File: src/rtl/fx_bus_pkg.sv
// Shared definitions for the fx register bus arbiter: bus widths, FSM state
// encoding and requester (owner) encoding.
package fx_bus_pkg;

   localparam int FX_ADDR_W = 16;
   localparam int FX_DATA_W = 8;

   typedef enum logic [1:0] {
      IDLE  = 2'd0,
      ISSUE = 2'd1,
      WAIT  = 2'd2,
      ACK   = 2'd3
   } fx_state_t;

   typedef enum logic {
      OWN_A = 1'b0,
      OWN_B = 1'b1
   } fx_owner_t;

endpackage

File: src/rtl/fx_rr2.sv
// Two-way round-robin pick: on contention the requester that was not granted
// last wins; a lone requester always wins.
module fx_rr2
   import fx_bus_pkg::*;
(
   input  logic      a_req,
   input  logic      b_req,
   input  fx_owner_t last_gnt,
   output logic      gnt_valid,
   output fx_owner_t gnt_id
);

   always_comb begin
      gnt_valid = a_req | b_req;
      gnt_id    = OWN_A;
      if (a_req && b_req) begin
         gnt_id = (last_gnt == OWN_A) ? OWN_B : OWN_A;
      end else if (b_req) begin
         gnt_id = OWN_B;
      end
   end

endmodule

File: src/rtl/fx_bus_arb.sv
// Arbiter/sequencer for the shared fx register bus: grants requester A or B,
// issues one write or read strobe, waits out the read latency and acks.
module fx_bus_arb
   import fx_bus_pkg::*;
#(
   parameter int READ_LAT = 1
) (
   input  logic                 clk_sys,
   input  logic                 rst_n,
   input  logic                 a_req,
   input  logic                 a_we,
   input  logic [FX_ADDR_W-1:0] a_addr,
   input  logic [FX_DATA_W-1:0] a_wdata,
   output logic                 a_ack,
   output logic [FX_DATA_W-1:0] a_rdata,
   input  logic                 b_req,
   input  logic                 b_we,
   input  logic [FX_ADDR_W-1:0] b_addr,
   input  logic [FX_DATA_W-1:0] b_wdata,
   output logic                 b_ack,
   output logic [FX_DATA_W-1:0] b_rdata,
   output logic [FX_ADDR_W-1:0] fx_waddr,
   output logic                 fx_wr,
   output logic [FX_DATA_W-1:0] fx_data,
   output logic [FX_ADDR_W-1:0] fx_raddr,
   output logic                 fx_rd,
   input  logic [FX_DATA_W-1:0] fx_q,
   output logic                 busy
);

   localparam logic [1:0] CNT_INIT = 2'(READ_LAT - 1);

   fx_state_t            state_q, state_nx;
   fx_owner_t            own_q, own_nx;
   fx_owner_t            last_gnt_q, last_gnt_nx;
   logic                 we_q, we_nx;
   logic [FX_ADDR_W-1:0] addr_q, addr_nx;
   logic [FX_DATA_W-1:0] wdata_q, wdata_nx;
   logic [1:0]           cnt_q, cnt_nx;
   logic [FX_DATA_W-1:0] a_rdata_nx, b_rdata_nx;
   logic                 gnt_valid;
   fx_owner_t            gnt_id;

   fx_rr2 u_rr2 (
      .a_req     (a_req),
      .b_req     (b_req),
      .last_gnt  (last_gnt_q),
      .gnt_valid (gnt_valid),
      .gnt_id    (gnt_id)
   );

   always_comb begin
      state_nx    = state_q;
      own_nx      = own_q;
      last_gnt_nx = last_gnt_q;
      we_nx       = we_q;
      addr_nx     = addr_q;
      wdata_nx    = wdata_q;
      cnt_nx      = cnt_q;
      a_rdata_nx  = a_rdata;
      b_rdata_nx  = b_rdata;
      case (state_q)
         IDLE: begin
            if (gnt_valid) begin
               own_nx   = gnt_id;
               we_nx    = (gnt_id == OWN_A) ? a_we    : b_we;
               addr_nx  = (gnt_id == OWN_A) ? a_addr  : b_addr;
               wdata_nx = (gnt_id == OWN_A) ? a_wdata : b_wdata;
               state_nx = ISSUE;
            end
         end
         ISSUE: begin
            if (we_q) begin
               state_nx = ACK;
            end else begin
               state_nx = WAIT;
               cnt_nx   = CNT_INIT;
            end
         end
         WAIT: begin
            if (cnt_q != 2'd0) begin
               cnt_nx = cnt_q - 2'd1;
            end else begin
               if (own_q == OWN_A) a_rdata_nx = fx_q;
               else                b_rdata_nx = fx_q;
               state_nx = ACK;
            end
         end
         default: begin
            last_gnt_nx = own_q;
            state_nx    = IDLE;
         end
      endcase
   end

   // Outputs are registered from the next-state view so each strobe and ack
   // lines up exactly with the state it belongs to.
   always_ff @(posedge clk_sys or negedge rst_n) begin
      if (!rst_n) begin
         state_q    <= IDLE;
         own_q      <= OWN_A;
         last_gnt_q <= OWN_B;
         we_q       <= 1'b0;
         addr_q     <= '0;
         wdata_q    <= '0;
         cnt_q      <= '0;
         a_ack      <= 1'b0;
         a_rdata    <= '0;
         b_ack      <= 1'b0;
         b_rdata    <= '0;
         fx_waddr   <= '0;
         fx_wr      <= 1'b0;
         fx_data    <= '0;
         fx_raddr   <= '0;
         fx_rd      <= 1'b0;
         busy       <= 1'b0;
      end else begin
         state_q    <= state_nx;
         own_q      <= own_nx;
         last_gnt_q <= last_gnt_nx;
         we_q       <= we_nx;
         addr_q     <= addr_nx;
         wdata_q    <= wdata_nx;
         cnt_q      <= cnt_nx;
         a_rdata    <= a_rdata_nx;
         b_rdata    <= b_rdata_nx;
         a_ack      <= (state_nx == ACK) && (own_nx == OWN_A);
         b_ack      <= (state_nx == ACK) && (own_nx == OWN_B);
         fx_wr      <= (state_nx == ISSUE) && we_nx;
         fx_rd      <= (state_nx == ISSUE) && !we_nx;
         fx_waddr   <= ((state_nx == ISSUE) && we_nx) ? addr_nx  : '0;
         fx_data    <= ((state_nx == ISSUE) && we_nx) ? wdata_nx : '0;
         fx_raddr   <= (((state_nx == ISSUE) || (state_nx == WAIT)) && !we_nx) ? addr_nx : '0;
         busy       <= (state_nx != IDLE);
      end
   end

endmodule
File: config.mk
export PLATFORM = sky130hd
export DESIGN_NAME = fx_bus_arb
export DESIGN_NICKNAME = d
export VERILOG_FILES = /design/src/rtl/fx_bus_pkg.sv /design/src/rtl/fx_rr2.sv /design/src/rtl/fx_bus_arb.sv
export SDC_FILE = /design/constraint.sdc
export NUM_CORES = 1
export LEC_CHECK = 0
export ABC_AREA = 1
export CAP_MARGIN = 20
export CORE_ASPECT_RATIO = 1.75
export CORE_MARGIN = 10
export CORE_UTILIZATION = 40
export CTS_BUF_LIST = sky130_fd_sc_hd__clkbuf_16
export CTS_CLUSTER_DIAMETER = 150
export DETAILED_ROUTE_END_ITERATION = 12
export PLACE_DENSITY = 0.71
export SLEW_MARGIN = 20
export SYNTH_ARGS = -nofsm -noshare
export SYNTH_HDL_FRONTEND = slang
export SYNTH_SLANG_ARGS = --single-unit
File: constraint.sdc
create_clock -name clk_sys -period 2.6 [get_ports clk_sys]
set_input_delay 0.78 -clock clk_sys [delete_from_list [all_inputs] [get_ports clk_sys]]
set_output_delay 0.78 -clock clk_sys [all_outputs]
set_load 0.02 [all_outputs]
==> run_results.csv <==
group,metric,value,unit
critical_path,crit_arrival,2.52,ns
detailed_routing,drt_wl_total,9.79,mm
global_route,antenna_found_initial,0,
placement,portBuffers,122,
global_route,first_global_vias,3219,
timing,worstMarginPinSlew,0.505,ns
pwr,power_frac_seq,33.9,%
detailed_routing,drcViolationCount,0,
clocking,cts_setup_buffers,0,
clocking,htree_levels,3,
timing,maxSlewViolCount,0,
finish,areaGrowthSynthToFinish,42.6,%
clocking,cts_root_buf,"clkbuf_16",
timing,rsz0062_at_grt,"no",
placement,gp_congestion,0.819,
yosys,syn-num-nets,467,
detailed_routing,met1Wirelength,3.21,mm
timing,period_share,87.3,%
global_route,grt_pass1_wl,15.9,mm
timing,max_slew_margin,66.3,%
global_route,grt_max_degree,56,
finish,final_util,58.0,%
pwr,ir_drop,0.667,mV
finish,insertedDiodeCount,0,
finish,fill_cells,824,
clocking,hold_buffers,0,
clocking,cts.clk_slew.worst_paths,0.06,ns
yosys,synth_seq_area_share,60.2,%
critical_path,critPathCaptureType,"flop",
pwr,powerDensity,1240,nW/um2
floorplan,die_area,14000,um2
timing,fin_crit,2.27,ns
timing,setup_viol,0,
clocking,cts_tree,"done",
clocking,cts_max_path_buffers,2,
floorplan,ios,123,
detailed_routing,drtIter0Drc,148,
timing,hold_viol_final,0,
detailed_routing,firstDrtPassIters,4,
global_route,grt_usage,14.6,%
timing,skew,0.00356,ns
pwr,leakage,0.00265,uW
global_route,grt_overflow,0,
pwr,power.internal,4150,uW
pwr,pwr-share-clk,18.3,%
pwr,p_sw,2630,uW
floorplan,die_x,93.9,um
timing,fmax,440,MHz
timing,tns,0,ns
detailed_routing,top_layer,"met4",
clocking,cts_resized,0,
critical_path,startpoint_type,"input pin",
yosys,syn_avg_cell_area,9.67,um2
clocking,clock_sink_count,92,
yosys,synth_cells,396,
critical_path,required,2.85,ns
critical_path,worstSetupPathType,"in -> reg",
clocking,cts_buffers,9,
detailed_routing,ant_nets,0,
critical_path,reg2reg_setup_slack,0.43,ns
floorplan,die_h,149,um
critical_path,crit_fanout,25,
floorplan,core_area,9410,um2
yosys,synth_cell_type_count,25,
detailed_routing,wl_met2,5.47,mm
yosys,synth-seq-cells,92,
clocking,clk_latency,0.33,ns
floorplan,num_rows,47,
detailed_routing,wl_met3,910,um
yosys,syn_area,3830,um2
detailed_routing,drt-wirelength-per-cell,15.1,um
pwr,switching_share,38.8,%
critical_path,rr_startpoint,"state_q[0]$_DFF_PN0_",
critical_path,crit_start,"b_req",
finish,final_common_cell,"clkdlybuf4s50_1",
outcome,status,"finished clean",
finish,drive_above_1_share,6.48,%
flow_run,drv_cap,0,
placement,dp_hpwl,7.50,mm
finish,final_cell_mix,"clkdlybuf4s50_1, dfrtp_1, nand2_1, inv_1, nand3_1",
min_path,hold_path.class,"in -> async",
floorplan,start_util,40.7,%
pwr,p_comb_share,47.9,%
yosys,yosys_warnings,0,
detailed_routing,routed_via_density,4.61,
finish,final_nets,591,
detailed_routing,vias,2984,
-- cell usage after synthesis, drive strengths merged --
library cell / n / area (um2)
buf: 13 / 105
nand2: 79 / 312
dfrtp: 91 / 2280
clkbuf: 4 / 16.3
nor2: 47 / 200
a21oi: 3 / 15.0
nand3: 55 / 315
and2: 1 / 6.26
inv: 50 / 188
o22ai: 2 / 18.8
o21ai: 17 / 85.1
or2: 24 / 150
ha: 9 / 113
dfstp: 1 / 26.3
-- worst max-delay path: stages --
cell and delay (ns):
clkdlybuf4s50_1 0.53, nor2_4 0.08, nand2_1 0.06, nand2_1 0.05, a21oi_1 0.26, ha_1 0.26
nand3_4 0.29, nor2_1 0.21
-- state kept, by name (all words and copies together), names as in the netlist, 8 cells and up --
| register | flops |
|---|---|
| a_rdata | 8 |
| addr_q | 16 |
| b_rdata | 8 |
| fx_data | 8 |
| fx_raddr | 16 |
| fx_waddr | 16 |
| wdata_q | 8 |
-- cell families (layout without fill, tap and decap cells) --
kind of cell / after synthesis / in the layout / share of synthesized area, %
flops: 92 / 92 / 60.2
fa+ha+maj: 9 / 9 / 2.94
simple gates: 206 / 206 / 25.7
compound gates: 22 / 22 / 3.11
buf+inv: 67 / 196 / 8.07
-- per-stage QoR --
stage	cells	setup slack, ns	instance area (um2)	hold slack [ns]	total power (uW)
after floorplan	396	0.526	3830	0.484	4310
after global placement	631	0.0777	5170	0.467	5500
after detailed placement	631	-0.00513	5170	0.473	5620
after CTS	647	0.329	5460	0.420	6870
after global routing	647	0.188	5460	0.429	7320
final	647	0.329	5460	0.407	6780
-- path summary, 6_finish.rpt --
kind | depth (start not counted) | to
max in group asynchronous | 2 | addr_q[7]$_DFF_PN0_
hold / removal | 1 | fx_rd$_DFF_PN0_
setup / recovery | 8 | fx_waddr[2]$_DFF_PN0_
min in group clk_sys | 2 | b_rdata[1]$_DFFE_PN0P_
setup reg to reg | 9 | fx_waddr[2]$_DFF_PN0_
hold reg to reg | 2 | b_rdata[1]$_DFFE_PN0P_
-- layout make-up --
cell class	instances	area, um2	share of cell area (%)
Multi-Input combinational cell	237	1210	22.3
Clock inverter	7	58.8	1.08
Timing Repair Buffer	130	1320	24.1
Inverter	50	188	3.44
Clock buffer	9	225	4.13
Tap cell	122	153	2.80
Sequential cell	92	2300	42.2
-- power by group through the flow --
stage / combinational (uW) / clock, uW / sequential, uW
finish: 3250 / 1240 / 2290
CTS: 3310 / 1260 / 2300
detailed placement: 3290 / 0 / 2330
global placement: 3190 / 0 / 2300
floorplan: 1550 / 0 / 2760
global route: 3650 / 1320 / 2360
-- metal layers --
layer / vias to the layer above / GRT usage [%]
li1: 1469 / -
met1: 1415 / 13.6
met2: 85 / 26.6
met3: 15 / 6.20
met4: 0 / 6.49
met5: - / 0
Power figures use the tool's default switching activity.
